File: src/rtl/uart_tx_arbiter.sv
// Round-robin arbiter that lets three requesters share one UART transmitter.
// Baud/parity changes are held in a shadow copy and applied only between frames.
module uart_tx_arbiter #(
    parameter int TIMEOUT = 16
) (
    input  logic        clkI,
    input  logic        reset,
    input  logic [2:0]  req_valid,
    input  logic [23:0] req_data,
    output logic [2:0]  req_ready,
    input  logic        cfg_we,
    input  logic [1:0]  cfg_baud,
    input  logic [1:0]  cfg_parity,
    input  logic        tx_busy,
    output logic        tx_start,
    output logic [7:0]  tx_data,
    output logic [1:0]  baud_rate,
    output logic [1:0]  parity_type,
    output logic [1:0]  grant_id,
    output logic        cfg_pending,
    output logic        err_timeout
);

    localparam logic [2:0] IDLE      = 3'd0;
    localparam logic [2:0] START     = 3'd1;
    localparam logic [2:0] WAIT_BUSY = 3'd2;
    localparam logic [2:0] WAIT_DONE = 3'd3;
    localparam logic [2:0] CFG       = 3'd4;

    localparam int CW = $clog2(TIMEOUT + 1);

    logic [2:0]    state;
    logic [1:0]    last_grant;
    logic [1:0]    shadow_baud;
    logic [1:0]    shadow_parity;
    logic [CW-1:0] counter;

    logic [3:0]    valid_ext;
    logic [1:0]    first_idx;
    logic [1:0]    second_idx;
    logic [1:0]    third_idx;
    logic [1:0]    sel_id;
    logic          sel_found;
    logic [7:0]    sel_byte;
    logic [2:0]    sel_onehot;

    // Search starts just after the previous owner and wraps modulo 3.
    always_comb begin
        valid_ext = {1'b0, req_valid};
        case (last_grant)
            2'd0:    {first_idx, second_idx, third_idx} = {2'd1, 2'd2, 2'd0};
            2'd1:    {first_idx, second_idx, third_idx} = {2'd2, 2'd0, 2'd1};
            default: {first_idx, second_idx, third_idx} = {2'd0, 2'd1, 2'd2};
        endcase
        sel_found = |req_valid;
        if (valid_ext[first_idx]) begin
            sel_id = first_idx;
        end else if (valid_ext[second_idx]) begin
            sel_id = second_idx;
        end else begin
            sel_id = third_idx;
        end
        case (sel_id)
            2'd1:    sel_byte = req_data[15:8];
            2'd2:    sel_byte = req_data[23:16];
            default: sel_byte = req_data[7:0];
        endcase
        sel_onehot = 3'b001 << sel_id;
    end

    always_ff @(posedge clkI) begin
        if (reset) begin
            state         <= IDLE;
            tx_start      <= 1'b0;
            req_ready     <= 3'b000;
            tx_data       <= 8'h00;
            grant_id      <= 2'b11;
            last_grant    <= 2'd2;
            baud_rate     <= 2'b11;
            parity_type   <= 2'b00;
            shadow_baud   <= 2'b11;
            shadow_parity <= 2'b00;
            cfg_pending   <= 1'b0;
            err_timeout   <= 1'b0;
            counter       <= '0;
        end else begin
            tx_start  <= 1'b0;
            req_ready <= 3'b000;

            // A write in any state, including CFG, leaves the newest value pending.
            if (cfg_we) begin
                shadow_baud   <= cfg_baud;
                shadow_parity <= cfg_parity;
                cfg_pending   <= 1'b1;
            end else if (state == CFG) begin
                cfg_pending   <= 1'b0;
            end

            case (state)
                IDLE: begin
                    if (cfg_pending) begin
                        state <= CFG;
                    end else if (sel_found) begin
                        tx_data    <= sel_byte;
                        grant_id   <= sel_id;
                        last_grant <= sel_id;
                        tx_start   <= 1'b1;
                        req_ready  <= sel_onehot;
                        state      <= START;
                    end
                end
                START: begin
                    counter <= '0;
                    state   <= WAIT_BUSY;
                end
                WAIT_BUSY: begin
                    if (tx_busy) begin
                        state <= WAIT_DONE;
                    end else if (counter == CW'(TIMEOUT - 1)) begin
                        err_timeout <= 1'b1;
                        grant_id    <= 2'b11;
                        counter     <= '0;
                        state       <= IDLE;
                    end else begin
                        counter <= counter + 1'b1;
                    end
                end
                WAIT_DONE: begin
                    if (!tx_busy) begin
                        grant_id <= 2'b11;
                        state    <= IDLE;
                    end
                end
                CFG: begin
                    baud_rate   <= shadow_baud;
                    parity_type <= shadow_parity;
                    state       <= IDLE;
                end
                default: state <= IDLE;
            endcase
        end
    end

endmodule
File: config.mk
export PLATFORM = sky130hd
export DESIGN_NAME = uart_tx_arbiter
export DESIGN_NICKNAME = d
export VERILOG_FILES = /design/src/rtl/uart_tx_arbiter.sv
export SDC_FILE = /design/constraint.sdc
export NUM_CORES = 1
export LEC_CHECK = 0
export ABC_AREA = 1
export BUFFER_PORTS_ARGS = -buffer_cell sky130_fd_sc_hd__buf_2
export CAP_MARGIN = 25
export CORE_MARGIN = 1.5
export CORE_UTILIZATION = 50
export CTS_CLUSTER_DIAMETER = 100
export CTS_CLUSTER_SIZE = 10
export DETAILED_ROUTE_END_ITERATION = 7
export GPL_TIMING_DRIVEN = 0
export HOLD_SLACK_MARGIN = 0.08
export PLACE_DENSITY_LB_ADDON = 0.25
export SKIP_LAST_GASP = 1
export SYNTH_ARGS = -nofsm -noshare
export SYNTH_HDL_FRONTEND = slang
export SYNTH_SLANG_ARGS = --single-unit
File: constraint.sdc
create_clock -name clkI -period 5.1 [get_ports clkI]
set_clock_uncertainty 0.05 [all_clocks]
set_input_delay 0.255 -clock clkI [delete_from_list [all_inputs] [get_ports clkI]]
set_output_delay 0.255 -clock clkI [all_outputs]
set_load 0.005 [all_outputs]
==> tab_implementation.tex <==
\begin{tabular}{lr}
\hline
Metric & Value \\
\hline
\multicolumn{2}{l}{\textbf{Synth}} \\
\quad Count leader, synth & sky130\_fd\_sc\_hd\_\_nand2\_1 \\
\quad Main area contributors after synthesis & sky130\_fd\_sc\_hd\_\_dfxtp\_1 41\%, sky130\_fd\_sc\_hd\_\_nand2\_1 15\%, sky130\_fd\_sc\_hd\_\_nand3\_1 11\%, sky130\_fd\_sc\_hd\_\_nor2\_1 6.6\%, sky130\_fd\_sc\_hd\_\_inv\_1 4.6\% \\
\quad Syn Area/Cell & 6.88 µm² \\
\quad Main flop type after synthesis & sky130\_fd\_sc\_hd\_\_dfxtp\_1 \\
\quad Yosys top cell by area & sky130\_fd\_sc\_hd\_\_dfxtp\_1 \\
\quad Sequential share of the synthesized area & just over 40\% \\
\quad Synthesized instance count & roughly 240 \\
\quad Post-Syn Nets & 277 \\
\quad Warning count from the yosys run & 0 \\
\quad Synth async-reset ratio & 0\% \\
\quad List of most frequent post-synthesis cells & 65 x sky130\_fd\_sc\_hd\_\_nand2\_1, 35 x sky130\_fd\_sc\_hd\_\_nand3\_1, 34 x sky130\_fd\_sc\_hd\_\_dfxtp\_1 \\
\quad Number of synthesized flops with an enable pin & 0 \\
\quad Number of distinct library cell variants in the gate-level netlist after synthesis & 22 \\
\quad Register bit count reported by yosys & 34 \\
\quad Combined area of all synthesized cells & around 1600 µm² \\
\quad Share of Yosys cell area claimed by the top area cell type & between 40\% and 50\% \\
\multicolumn{2}{l}{\textbf{Detailed routing}} \\
\quad Routed length per instance & 10.9 µm \\
\quad Via/cell ratio & about 5.1 \\
\quad Number of DRC violations after detailed-routing iteration 0 & a little over 90 \\
\quad Count of vias placed by the detailed router & 1751 \\
\quad Final wirelength & 3.77 mm \\
\quad TritonRoute pass-1 iters & 5 \\
\quad Post-detailed-route DRC marker count & 0 \\
\quad Number of nets with antenna violations after detailed routing & 0 \\
\multicolumn{2}{l}{\textbf{STA}} \\
\quad Final setup violation count & 0 \\
\quad Highest achievable clock rate & about 460 MHz \\
\quad Sum of negative setup slack & 0 ns \\
\quad Unrepaired setup endpoints after global routing & false \\
\quad Number of endpoints with negative hold slack in the final report & 0 \\
\quad Worst hold-check slack & 0.0824 ns \\
\quad Min Clock Period, post-route & 2.16 ns \\
\quad Slew @ Worst Pin & roughly 0.44 ns \\
\quad Tightest slew margin relative to the limit & 70.9\% \\
\quad Number of pins with negative max-slew slack in the final report & 0 \\
\quad Final cycle utilization of the critical path & 42.3\% \\
\multicolumn{2}{l}{\textbf{Worst setup path}} \\
\quad Worst r2r dst & tx\_data[3] \\
\quad Number of cells traversed by the worst register-to-register path & 10 \\
\quad Required arrival time at the worst endpoint & 5.29 ns \\
\quad Startpoint kind of the worst setup timing path & flip-flop \\
\quad CP endpoint kind & flip-flop \\
\quad Kind of critical path & reg -> reg \\
\quad Beginning of the worst register-to-register path & last\_grant[1] \\
\quad CP Capture Point & tx\_data[3] \\
\quad Critical Path Fanout Max & 10 \\
\quad Data arrival, critical path & 2.35 ns \\
\quad Register-to-Register Setup Slack & between 2 and 3 ns \\
\quad Start point of the critical path & last\_grant[1] \\
\multicolumn{2}{l}{\textbf{Floorplanning}} \\
\quad Number of cell rows & 20 \\
\quad Die X-Extent & between 60 and 70 µm \\
\quad Initial core utilization & a little over half \\
\quad Number of top-level design ports & 55 \\
\quad Y dimension of the die & 60.3 µm \\
\quad Area enclosed by the die boundary & 3640 µm² \\
\quad Standard cell core area & 3080 µm² \\
\multicolumn{2}{l}{\textbf{Power and ir drop}} \\
\quad Power density relative to cell area & 426 nW/µm² \\
\quad Part of the power in registers & 40.7\% \\
\quad Highest ir drop seen on vdd & 0.198 mV \\
\quad Sw frac & a little under two fifths \\
\quad Portion of total power attributed to the clock network & 22.0\% \\
\quad Leakage power figure & between 1 and 1.5 nW \\
\quad Share of power burned in combinational logic & 37.4\% \\
\quad Net switching power figure & approximately 0.00032 W \\
\quad Pint & 0.000549 W \\
\quad Overall power consumption & between 0.0008 and 0.0009 W \\
\multicolumn{2}{l}{\textbf{Placement}} \\
\quad GPL Wtd Cong & between 0.8 and 0.9 \\
\quad Number of buffers added on ports & between 50 and 60 \\
\quad Placed inst area & between 1500 and 2000 µm² \\
\quad Dpl hpwl & a little under 3 mm \\
\multicolumn{2}{l}{\textbf{Clock network}} \\
\quad H-tree Lvls & 2 \\
\quad Clock tree sinks & 34 \\
\quad Master cell of the clock root buffer & sky130\_fd\_sc\_hd\_\_clkbuf\_4 \\
\quad Clock buffers created by TritonCTS & 5 \\
\quad CTS tree & yes \\
\quad Clock-pin transition on the worst setup and hold timing paths & 0.10 ns \\
\quad Maximum root-to-sink buffer count & 2 \\
\quad Insertion delay of the later-clocked pin in the worst-skew pair & 0.34 ns \\
\multicolumn{2}{l}{\textbf{Layout}} \\
\quad Fin area & 2050 µm² \\
\quad Number of diodes & 0 \\
\quad Fin nets & 338 \\
\quad Fraction of final layout cells sized beyond drive strength 1 & 24.9\% \\
\quad Area growth syn-to-layout & 24.7\% \\
\multicolumn{2}{l}{\textbf{Run status}} \\
\quad Run status & finished, final reports clean \\
\multicolumn{2}{l}{\textbf{Global route}} \\
\quad GRT Residual Overflow & 0 \\
\quad Global-route wire length before repair & 6.43 mm \\
\quad Antenna violations before repair & 0 \\
\quad Total routing usage reported by global routing & 23.1\% \\
\quad Vias in the first global route & between 1.5k and 2k \\
\quad Largest net degree at the start of global routing & 11 \\
\multicolumn{2}{l}{\textbf{Hold path}} \\
\quad Worst hold-check path type & in -> reg \\
\quad Hold depth & 3 \\
\multicolumn{2}{l}{\textbf{Job}} \\
\quad Number of maximum-capacitance violations & 0 \\
\hline
\end{tabular}
-- through the flow --
step / util (%) / std cells / setup WS (ns)
3_5_place_dp: 63.8 / 336 / 2.94
4_1_cts: 66.6 / 345 / 2.92
3_3_place_gp: 63.8 / 336 / 3.00
5_1_grt: 66.6 / 345 / 2.71
2_1_floorplan: - / 239 / 3.23
6_report: 66.6 / 345 / 2.94
-- area by class of cell --
cell class,count,area [µm²]
tap,44,55.1
sequential,34,681
timing repair buffer,54,275
multi-input combinational,175,843
buffer,8,37.5
clock inverter,1,30.0
inverter,22,82.6
clock buffer,7,45.0
fill,322,1030
-- worst max-delay path: stages, from the launching register on --
cell and delay [ns]:
sky130_fd_sc_hd__dfxtp_1 0.36, sky130_fd_sc_hd__nor2_1 0.21, sky130_fd_sc_hd__nand2_1 0.11, sky130_fd_sc_hd__nand2_1 0.14, sky130_fd_sc_hd__inv_1 0.08, sky130_fd_sc_hd__ha_1 0.29
sky130_fd_sc_hd__inv_1 0.17, sky130_fd_sc_hd__clkbuf_1 0.36, sky130_fd_sc_hd__nand3_1 0.13, sky130_fd_sc_hd__o211ai_1 0.11, sky130_fd_sc_hd__nand2_1 0.06
-- power by group through the flow --
stage          clock network (W)  registers (W)  logic [W]
5_1_grt                 0.000207       0.000362   0.000372
6_report                0.000192       0.000355   0.000326
4_1_cts                 0.000193       0.000353   0.000327
2_1_floorplan                  0       0.000358   0.000222
3_3_place_gp                   0       0.000358   0.000317
3_5_place_dp                   0       0.000359   0.000324
-- worst min path at each step --
| stage | start | to | slack (ns) |
|---|---|---|---|
| after floorplan | cfg_we | shadow_baud[0] | 0.33 |
| after global placement | err_timeout | err_timeout | 0.39 |
| after detailed placement | err_timeout | err_timeout | 0.40 |
| after CTS | req_data[6] | tx_data[6] | 0.09 |
| after global routing | req_data[4] | tx_data[4] | 0.09 |
| final | req_data[6] | tx_data[6] | 0.08 |
-- state kept, by name, summed over array words and instances (netlist names), 2 cells and up --
name	count
tx_data	8
counter	5
req_ready	3
state	3
baud_rate	2
grant_id	2
last_grant	2
parity_type	2
shadow_baud	2
shadow_parity	2
-- cell families after synthesis --
| logic type | share of synthesized area (%) |
|---|---|
| buf+inv | 7.31 |
| fa+ha+maj | 2.28 |
| compound gates | 11.3 |
| flops | 41.4 |
| simple gates | 37.7 |
-- cell usage in the layout (no fill, tap or decap) --
master	Yosys	final
sky130_fd_sc_hd__nand2_1	65	65
sky130_fd_sc_hd__buf_2	3	56
sky130_fd_sc_hd__nand3_1	35	35
sky130_fd_sc_hd__dfxtp_1	34	34
sky130_fd_sc_hd__nor2_1	29	29
sky130_fd_sc_hd__inv_1	20	20
sky130_fd_sc_hd__a21oi_1	10	10
sky130_fd_sc_hd__o21ai_0	10	10
sky130_fd_sc_hd__o211ai_1	8	8
sky130_fd_sc_hd__clkbuf_1	3	5
sky130_fd_sc_hd__clkbuf_4	0	5
sky130_fd_sc_hd__nor2_4	3	3
sky130_fd_sc_hd__nand4_1	3	3
sky130_fd_sc_hd__ha_1	3	3
sky130_fd_sc_hd__inv_2	2	2
sky130_fd_sc_hd__nor2_2	2	2
sky130_fd_sc_hd__nand2_2	2	2
sky130_fd_sc_hd__o21ai_2	2	2
sky130_fd_sc_hd__buf_4	1	1
sky130_fd_sc_hd__buf_1	1	1
sky130_fd_sc_hd__nand3_2	1	1
sky130_fd_sc_hd__o21a_1	1	1
sky130_fd_sc_hd__nor3_1	1	1
sky130_fd_sc_hd__bufinv_16	0	1
sky130_fd_sc_hd__dlygate4sd3_1	0	1
-- per-layer routing --
| metal | global-route usage, % | wire, µm | part of all wire, % |
|---|---|---|---|
| met5 | 0 | 0 | 0 |
| met4 | 6.67 | 40 | 1.1 |
| met3 | 6.40 | 234 | 6.2 |
| met2 | 40.4 | 1860 | 49 |
| met1 | 27.7 | 1630 | 43 |
-- what timing repair did --
action	CTS	global route
setup endpoints to repair	0	0
hold buffers	1	0
buffers inserted	0	0
gates resized for setup	0	0
hold endpoints to repair	1	0
(Power assumes the default switching activity.)
